===== src/rtl/fht_pkg.sv =====
// Shared types and defaults for the radix-2 FHT butterfly sequencer.
package fht_pkg;

  localparam int unsigned N_LOG2_DEF   = 10;
  localparam int unsigned PIPE_LAT_DEF = 2;

  typedef enum logic [1:0] {
    IDLE,
    RUN,
    DRAIN,
    DONE
  } state_t;

  typedef logic [N_LOG2_DEF-1:0] addr_t;

endpackage


===== src/rtl/fht_addr_gen.sv =====
// Combinational butterfly address generator: (stage, op count) -> data/coef addresses.
module fht_addr_gen import fht_pkg::*; #(
  parameter  int unsigned N_LOG2 = N_LOG2_DEF,
  localparam int unsigned SW     = $clog2(N_LOG2),
  localparam int unsigned AW     = N_LOG2,
  localparam int unsigned CW     = N_LOG2 - 1
) (
  input  logic [SW-1:0] stage_i,
  input  logic [CW-1:0] cnt_i,
  output logic [AW-1:0] rd_addr_0_o,
  output logic [AW-1:0] rd_addr_1_o,
  output logic [AW-1:0] rd_addr_2_o,
  output logic [CW-1:0] coef_idx_o,
  output logic [AW-1:0] wr_addr_0_o,
  output logic [AW-1:0] wr_addr_1_o
);

  logic [AW-1:0] cx;
  logic [AW-1:0] half;
  logic [AW-1:0] mask;
  logic [AW-1:0] grp;
  logic [AW-1:0] k;
  logic [AW-1:0] mirror;
  logic [SW-1:0] sh;

  // grp = (c >> s) << (s+1) written as a mask so the shift never exceeds the stage width
  always_comb begin
    cx          = {1'b0, cnt_i};
    half        = AW'(1) << stage_i;
    mask        = half - AW'(1);
    k           = cx & mask;
    grp         = (cx & ~mask) << 1;
    mirror      = (half - k) & mask;
    sh          = SW'(N_LOG2 - 1) - stage_i;
    rd_addr_0_o = grp + k;
    rd_addr_1_o = grp + half + k;
    rd_addr_2_o = grp + half + mirror;
    coef_idx_o  = CW'(k << sh);
    wr_addr_0_o = grp + k;
    wr_addr_1_o = grp + half + k;
  end

endmodule


===== src/rtl/fht_but_seq.sv =====
// Stage/op sequencer for the 2-dot Hartley butterfly over ping-pong data banks.
module fht_but_seq import fht_pkg::*; #(
  parameter  int unsigned N_LOG2   = N_LOG2_DEF,
  parameter  int unsigned PIPE_LAT = PIPE_LAT_DEF,
  localparam int unsigned SW       = $clog2(N_LOG2),
  localparam int unsigned AW       = N_LOG2,
  localparam int unsigned CW       = N_LOG2 - 1
) (
  input  logic          iCLK,
  input  logic          iRESET,
  input  logic          iSTART,
  output logic          oBUSY,
  output logic          oDONE,
  output logic [SW-1:0] oSTAGE,
  output logic          oRD_EN,
  output logic          oRD_BANK,
  output logic [AW-1:0] oRD_ADDR_0,
  output logic [AW-1:0] oRD_ADDR_1,
  output logic [AW-1:0] oRD_ADDR_2,
  output logic [CW-1:0] oCOEF_IDX,
  output logic          oWR_EN,
  output logic          oWR_BANK,
  output logic [AW-1:0] oWR_ADDR_0,
  output logic [AW-1:0] oWR_ADDR_1,
  output logic          oRES_BANK
);

  localparam int unsigned DW = $clog2(PIPE_LAT + 1);
  localparam int unsigned WW = 2 + 2 * AW;

  localparam logic [CW-1:0] CNT_LAST   = '1;
  localparam logic [SW-1:0] STAGE_LAST = SW'(N_LOG2 - 1);
  localparam logic [DW-1:0] DRAIN_LAST = DW'(PIPE_LAT - 1);

  state_t        state_q, state_d;
  logic [SW-1:0] stage_q, stage_d;
  logic [CW-1:0] cnt_q, cnt_d;
  logic [DW-1:0] drain_q, drain_d;
  logic          rd_en_d;

  logic [AW-1:0] ag_rd0, ag_rd1, ag_rd2, ag_wr0, ag_wr1;
  logic [CW-1:0] ag_coef;

  logic [WW-1:0] wr_head_q;
  logic [WW-1:0] wr_dly_q [PIPE_LAT];

  // Addresses are generated for the op about to be registered (next-state side)
  fht_addr_gen #(
    .N_LOG2(N_LOG2)
  ) u_addr_gen (
    .stage_i    (stage_d),
    .cnt_i      (cnt_d),
    .rd_addr_0_o(ag_rd0),
    .rd_addr_1_o(ag_rd1),
    .rd_addr_2_o(ag_rd2),
    .coef_idx_o (ag_coef),
    .wr_addr_0_o(ag_wr0),
    .wr_addr_1_o(ag_wr1)
  );

  always_ff @(posedge iCLK) begin
    if (iRESET) begin
      state_q <= IDLE;
      stage_q <= '0;
      cnt_q   <= '0;
      drain_q <= '0;
    end else begin
      state_q <= state_d;
      stage_q <= stage_d;
      cnt_q   <= cnt_d;
      drain_q <= drain_d;
    end
  end

  always_comb begin
    state_d = state_q;
    stage_d = stage_q;
    cnt_d   = cnt_q;
    drain_d = drain_q;
    unique case (state_q)
      IDLE: begin
        if (iSTART) begin
          state_d = RUN;
          stage_d = '0;
          cnt_d   = '0;
        end
      end
      RUN: begin
        if (cnt_q == CNT_LAST) begin
          state_d = DRAIN;
          drain_d = '0;
        end else begin
          cnt_d = cnt_q + CW'(1);
        end
      end
      DRAIN: begin
        if (drain_q == DRAIN_LAST) begin
          if (stage_q == STAGE_LAST) begin
            state_d = DONE;
          end else begin
            state_d = RUN;
            stage_d = stage_q + SW'(1);
            cnt_d   = '0;
          end
        end else begin
          drain_d = drain_q + DW'(1);
        end
      end
      DONE: begin
        state_d = IDLE;
        stage_d = '0;
      end
      default: state_d = IDLE;
    endcase
  end

  assign rd_en_d = (state_d == RUN);

  // Registered read-side outputs plus the write delay line; idle fields are forced to zero
  always_ff @(posedge iCLK) begin
    if (iRESET) begin
      oBUSY      <= 1'b0;
      oDONE      <= 1'b0;
      oSTAGE     <= '0;
      oRD_EN     <= 1'b0;
      oRD_BANK   <= 1'b0;
      oRD_ADDR_0 <= '0;
      oRD_ADDR_1 <= '0;
      oRD_ADDR_2 <= '0;
      oCOEF_IDX  <= '0;
      wr_head_q  <= '0;
      for (int i = 0; i < PIPE_LAT; i++) wr_dly_q[i] <= '0;
    end else begin
      oBUSY      <= (state_d != IDLE);
      oDONE      <= (state_d == DONE);
      oSTAGE     <= (state_d == IDLE) ? '0 : stage_d;
      oRD_EN     <= rd_en_d;
      oRD_BANK   <= rd_en_d & stage_d[0];
      oRD_ADDR_0 <= rd_en_d ? ag_rd0 : '0;
      oRD_ADDR_1 <= rd_en_d ? ag_rd1 : '0;
      oRD_ADDR_2 <= rd_en_d ? ag_rd2 : '0;
      oCOEF_IDX  <= rd_en_d ? ag_coef : '0;
      wr_head_q  <= rd_en_d ? {1'b1, ~stage_d[0], ag_wr0, ag_wr1} : '0;
      wr_dly_q[0] <= wr_head_q;
      for (int i = 1; i < PIPE_LAT; i++) wr_dly_q[i] <= wr_dly_q[i-1];
    end
  end

  assign {oWR_EN, oWR_BANK, oWR_ADDR_0, oWR_ADDR_1} = wr_dly_q[PIPE_LAT-1];
  assign oRES_BANK = 1'(N_LOG2 % 2);

endmodule


===== config.mk =====
export PLATFORM = sky130hd
export DESIGN_NAME = fht_but_seq
export DESIGN_NICKNAME = d
export VERILOG_FILES = /design/src/rtl/fht_pkg.sv /design/src/rtl/fht_addr_gen.sv /design/src/rtl/fht_but_seq.sv
export SDC_FILE = /design/constraint.sdc
export NUM_CORES = 1
export LEC_CHECK = 0
export BUFFER_PORTS_ARGS = -buffer_cell sky130_fd_sc_hd__buf_2
export CORE_ASPECT_RATIO = 1.1
export CORE_MARGIN = 3
export CORE_UTILIZATION = 55
export CTS_CLUSTER_SIZE = 20
export DETAILED_ROUTE_END_ITERATION = 8
export PLACE_DENSITY = 0.76
export RECOVER_POWER = 25
export SKIP_LAST_GASP = 1
export SYNTH_ARGS = -nofsm -noshare
export SYNTH_HDL_FRONTEND = slang
export SYNTH_SLANG_ARGS = --single-unit

===== constraint.sdc =====
create_clock -name iCLK -period 7.3 [get_ports iCLK]
set_input_delay 0.365 -clock iCLK [delete_from_list [all_inputs] [get_ports iCLK]]
set_output_delay 0.365 -clock iCLK [all_outputs]
set_load 0.05 [all_outputs]

After elaboration in Yosys (flattened, before gate mapping):

Memories as Yosys holds them, arrays and structs flattened.
Cells that the tools add are included.

* add/sub/neg operators: 10
* bitwise logic cells: 9
* divide/modulo/power cells: 0
* muxes and demuxes: 23
* multipliers: 0
* reduce and logical (&&, ||, !) cells: 7
* equal/unequal tests: 10
* $lt $le $gt $ge: 0
* shift operators: 2

Operator list (number)
* $mux 22: 3
* $add 10x10->10: 4
* $mux 9: 4
* $pmux 9 s3: 1
* $mux 2: 6
* $mux 4: 3
* $pmux 4 s3: 1
* $and 10x10->10: 1
* $and 9x10->10: 1
* $shl 1x4->10 const A: 1
* $shl 10x4->9: 1
* $sub 10x1->10 const B: 1
* $sub 10x10->10: 1
* $add 9x1->9 const B: 1
* $and 9x9->9: 1
* $eq 9x9->1 const B: 1
* $not 9->9: 1
* $pmux 2 s4: 1
* $eq 2x1->1 const B: 3
* $eq 2x2->1 const B: 3
* $add 4x1->4 const B: 1
* $eq 4x4->1 const B: 1
* $logic_not 2->1: 2
* $ne 2x2->1 const B: 2
* 10 further kinds: 16

* memories kept: 1
* register bits after elaboration: 86
* latch bits: 0
* word-level logic and storage cells: 77
* bits in read-only memories: 0
* input bits: 3
* memory bits (writable): 44

Memories
* wr_dly_q: words 2, width 22, rd ports 2, clocked after Yosys merged registers in 0, write ports 2, RTL line fht_but_seq.sv:45 `logic [WW-1:0] wr_dly_q [PIPE_LAT];`

Logic depth before layout (Yosys ltp):

* depth after elaboration: 11
* gate-level depth with buffers: 27
* depth with buffers taken out: 23

Cells and area by module:

A second synthesis with hierarchy kept.

* cell total of the unflattened synthesis: 760
* area, all modules: 7034.2 um^2

Modules (own cells, without submodules)
* fht_but_seq: area each 4364.2 um^2, sequential area each 2582.5 um^2, instances 1, cells each 386
* fht_addr_gen: area each 2670.1 um^2, sequential area each 0.0 um^2, instances 1, cells each 374

Worst setup path before layout:

Ideal clock, no wire load.

* path type: flip-flop to flip-flop
* start point: register stage_q[1]
* end point: register oRD_ADDR_2[9]
* data required time: 7185 ps
* path buffers: 3
* path slack: 1928 ps
* library setup time: 115 ps
* arrival time: 5257 ps
* cell stages (with the launch flop): 26
* path through: dfxtp_1 -> inv_1 -> ha_1 -> and3b_1 -> buf_6 -> o211ai_1 -> and3_1 -> clkbuf_1 -> buf_1 -> nand3_1 -> ha_1 -> nand2b_1 -> fa_1 -> a21boi_0 -> a221oi_1 -> o21ai_1 -> a21oi_1 -> xnor2_1 -> nor2_1 -> ha_1 -> a21oi_1 -> o21ai_0 -> a21o_1 -> a21oi_1 -> xnor3_1 -> and2_1

* longest elaborated chain between the ends: 10
* elaborated cells between the ends (all ways): 24
* classes of those cells: add/sub: 5; eq/ne: 2; shift: 1; mux: 10; bitwise: 5; reduce/logical: 1

Ends and longest elaborated chain
* from (decl): RTL line fht_but_seq.sv:36 `logic [SW-1:0] stage_q, stage_d;`
* from (signal assigned): RTL line fht_but_seq.sv:69 `stage_q <= stage_d;`
* $add 4x1->4 / $eq 4x4->1 (equally long branches): RTL line fht_but_seq.sv:102, fht_but_seq.sv:98
* $mux 4: RTL line fht_but_seq.sv:98 `if (stage_q == STAGE_LAST) begin`
* $mux 4: RTL line fht_but_seq.sv:97 `if (drain_q == DRAIN_LAST) begin`
* $pmux 4 s3: RTL line fht_but_seq.sv:80 `unique case (state_q)`
* $shl 1x4->10: RTL line fht_addr_gen.sv:29 `half = AW'(1) << stage_i;`
* $sub 10x1->10: RTL line fht_addr_gen.sv:30 `mask = half - AW'(1);`
* $and 9x10->10 / $not 9->9 (equally long branches): RTL line fht_addr_gen.sv:31, fht_addr_gen.sv:32
* $sub 10x10->10 / $and 9x9->9 (equally long branches): RTL line fht_addr_gen.sv:33, fht_addr_gen.sv:32
* $and 10x10->10 / $add 10x10->10 (equally long branches): RTL line fht_addr_gen.sv:33, fht_addr_gen.sv:37
* $add 10x10->10: RTL line fht_addr_gen.sv:37 `rd_addr_2_o = grp + half + mirror;`
* to (signal assigned): RTL line fht_but_seq.sv:141 `oRD_ADDR_2 <= rd_en_d ? ag_rd2 : '0;`
* to (decl): RTL line fht_but_seq.sv:19 `output logic [AW-1:0] oRD_ADDR_2,`

Several ways; a longest one is shown, not always the timed one.
A chain may end at the register's enable or synchronous reset.

Worst setup path after layout:

* start point: register drain_q[0]
* end point: register oRD_ADDR_2[9]

* longest elaborated chain between the ends: 9
* elaborated cells between the ends (all ways): 19
* classes of those cells: add/sub: 4; eq/ne: 2; shift: 1; mux: 6; bitwise: 5; reduce/logical: 1

Ends and longest elaborated chain
* from (decl): RTL line fht_but_seq.sv:38 `logic [DW-1:0] drain_q, drain_d;`
* from (signal assigned): RTL line fht_but_seq.sv:71 `drain_q <= drain_d;`
* $eq 2x1->1 (*): RTL line fht_but_seq.sv:97
* $mux 4: RTL line fht_but_seq.sv:97
* $pmux 4 s3: RTL line fht_but_seq.sv:80
* $shl 1x4->10: RTL line fht_addr_gen.sv:29
* $sub 10x1->10: RTL line fht_addr_gen.sv:30
* $and 9x10->10 / $not 9->9 (equally long branches): RTL line fht_addr_gen.sv:31, fht_addr_gen.sv:32
* $sub 10x10->10 / $and 9x9->9 (equally long branches): RTL line fht_addr_gen.sv:33, fht_addr_gen.sv:32
* $and 10x10->10 / $add 10x10->10 (equally long branches): RTL line fht_addr_gen.sv:33, fht_addr_gen.sv:37
* $add 10x10->10: RTL line fht_addr_gen.sv:37

Every way passes the cells marked *; elsewhere a longest branch is shown, timed or not.

==> flow_summary.ini <==
[run_status]
status = finished, violations left
violations = max-capacitance violations, max-slew violations

[sta]
fin_crit_ns = 5.95
post-route-worst-setup-slack_ns = 1.35
relSlewSlack_pct = -69.3
setup_violations = 0
maxSlewViolCount = 63
tightestPinTransition_ns = 2.54
rsz0062_at_grt = no
whs_ns = 0.439
fin_skew_ns = 0.00816
finalHoldViolations = 0
fin_crit_sh_pct = 81.5
fmax_ghz = 0.168
finalSetupTns_ns = 0

[logic_synthesis]
ys_types = 65
yosysSeqAreaShare_pct = 36.0
netlist_instances = 693
ys.warnings.count = 0
synth_seq_cells = 108
dominantRegCellSynth = dfxtp_1
synth-async-reset-ratio_pct = 0
avgSynthCellArea_um2 = 8.66
synth-edff-count = 0
syn-cell-area_mm2 = 0.00600

[cells_and_area]
drive_above_1_share_pct = 14.1
layout_common_cells = dfxtp_1 (108), nor2_1 (81), buf_2 (70)
fillers = 922
fin_nets = 752
mostFrequentLayoutCell = dfxtp_1
antenna_cells = 0
area_delta_synth_final_pct = 6.65

[cts]
cts.sinks = 108
post-cts-setup-buffer-count = 0
tritoncts = built
cts_root_buffer = clkbuf_16
cts_hold_buf = 0
ctsResizeCount = 0
cts_buffers = 9
clkSlewWorstSetupHoldPaths_ns = 0.08
htreeDepth = 3
worstSkewPairLatency_ns = 0.35
clockBufferDepth = 2

[global_routing]
grt_use_met3_pct = 3.51
antenna_found_initial = 0
gr-usage-met1_pct = 30.2
grt_pass1_vias = 4500
use_met2_pct = 37.5
gr-total-overflow = 0
grt_first_pass_wirelength_um = 22200
grt_usage_pct = 22.5
grt.busiest_layer = met2
grt_max_degree = 63

[detailed_routing]
wl_um = 13300
dr.first_iter.drc_count = 504
routed_via_density = 5.63
drc = 0
via_count = 4801
ant_nets = 0
wire_per_inst_um = 15.7
dr.pass1.iters = 5

[setup_path]
reg2reg_depth = 21
regToRegStartpoint = drain_q[0]$_SDFFE_PP0P_
r2r_end = oRD_ADDR_2[9]$_SDFF_PP0_
critPathKind = flop to flop
required_ns = 7.55
critPathCaptureType = flop
crit_path_start_kind = flop
arrival_ns = 6.20
cp_max_fo = 25
worstSetupStartpoint = drain_q[0]$_SDFFE_PP0P_
r2r_slack_ns = 1.35

[min_path]
hold_class = flop to flop
holdPathStages = 1
hold_start = wr_dly_q[0][1]$_SDFF_PP0_
holdPathEnd = wr_dly_q[0][23]$_SDFF_PP0_

[die]
core.rowCount = 39
coreArea_mm2 = 0.0105
die-height_um = 116
dieWidth_um = 106
ios = 73
initial_core_util_pct = 57.0
die_area_mm2 = 0.0122

[place]
gp_congestion = 0.968
portBuffers = 71
post-dp-hpwl_um = 10000
pre_cts_ws_ns = 1.45

[power]
total_leakage_power_uw = 0.00293
finalPower_uw = 1150
ir_drop_mv = 0.134
powerDensity_mw_per_mm2 = 180

[flow_run]
drv_cap = 1
## layer usage
layer | share of wire [%] | vias to the layer above
met1 | 45 | 2241
met4 | 1.8 | 0
met5 | 0 | -
met2 | 46 | 191
li1 | - | 2351
met3 | 6.6 | 18
## per-stage QoR
stage,utilization (%),std cells,cell area (um2)
after floorplan,-,694,6010
after global placement,57.8,836,6090
after detailed placement,57.8,836,6090
after CTS,60.8,852,6400
after global routing,60.7,852,6400
final,60.7,852,6400
## power breakdown
part           internal (uW)  switching (uW)
Sequential               596            3.83
Clock                    247             240
Combinational           15.9            49.4
## registers in the layout, summed over array words and instances, names as in the netlist, 4 cells and up
name,count
oSTAGE,4
oCOEF_IDX,9
oRD_ADDR_1,9
stage_q,4
wr_dly_q,44
oRD_ADDR_2,9
oRD_ADDR_0,9
cnt_q,9
## critical path: stages, from the launching register on
cell       delay (ns)
dfxtp_1          0.37
ha_1             0.38
nand2_1          0.14
a2111oi_0        0.61
a21o_2           0.50
nor2_1           0.17
nand3_1          0.17
ha_1             0.62
nor2_1           0.15
nor3b_1          0.36
ha_1             0.33
a21oi_1          0.21
o21bai_1         0.08
a21oi_1          0.23
xnor2_1          0.18
ha_1             0.31
a21oi_1          0.14
o21ai_0          0.14
a21o_1           0.21
a21oi_1          0.16
xnor3_1          0.22
and2_1           0.16
## Yosys cell counts, drive strengths merged (3+ instances only)
library cell	count	area, um2
dfxtp	108	2160
nor2	81	304
buf	59	408
nor2b	53	332
a21oi	46	230
ha	40	500
inv	37	139
xnor2	29	254
nand2	27	101
o21ai	20	100
a21o	15	114
clkbuf	15	56.3
nor3	15	80.1
o21bai	13	97.6
and2	9	56.3
nand2b	9	58.8
nand3	9	45.0
o211ai	8	65.1
xor2	8	70.1
a31oi	7	43.8
or3	7	43.8
a211oi	5	37.5
fa	5	100
a221oi	4	41.3
a41oi	4	35.0
and4	4	35.0
mux2i	4	40.0
nand3b	4	30.0
nor4	4	25.0
o22ai	4	31.3
and3	3	18.8
nand4	3	18.8
o41ai	3	33.8
## layout make-up
cell class | count | area (um2) | area share (%)
multi-input cells | 475 | 3240 | 50.6
flip-flops and latches | 108 | 2160 | 33.8
repair buffers | 73 | 369 | 5.77
clock buffers | 9 | 225 | 3.52
well taps | 143 | 179 | 2.79
inverters | 37 | 139 | 2.17
clock inverters | 7 | 86.3 | 1.35
## logic make-up after synthesis
kind of cell               Yosys count  synth area share [%]
and+or+nand+nor                    232                  19.6
muxes                                6                  1.04
DFF                                108                  36.0
AOI/OAI and AO/OA                  151                  17.4
xor gates and xnor gates            38                  5.77
adders and majority gates           45                  10.0
buffers and inverters              111                  10.0
other                                2                 0.125
## worst max-delay path by stage
stage                               end  slack, ns  cells past startpoint
3_3_place_gp   oRD_ADDR_2[9]$_SDFF_PP0_       1.70                     22
2_1_floorplan  oRD_ADDR_2[9]$_SDFF_PP0_       1.93                     25
3_5_place_dp   oRD_ADDR_2[9]$_SDFF_PP0_       1.45                     22
4_1_cts        oRD_ADDR_2[9]$_SDFF_PP0_       1.44                     21
6_report       oRD_ADDR_2[9]$_SDFF_PP0_       1.35                     21
5_1_grt        oRD_ADDR_2[9]$_SDFF_PP0_       0.67                     21
No activity file was read; power rests on OpenSTA's default activity.
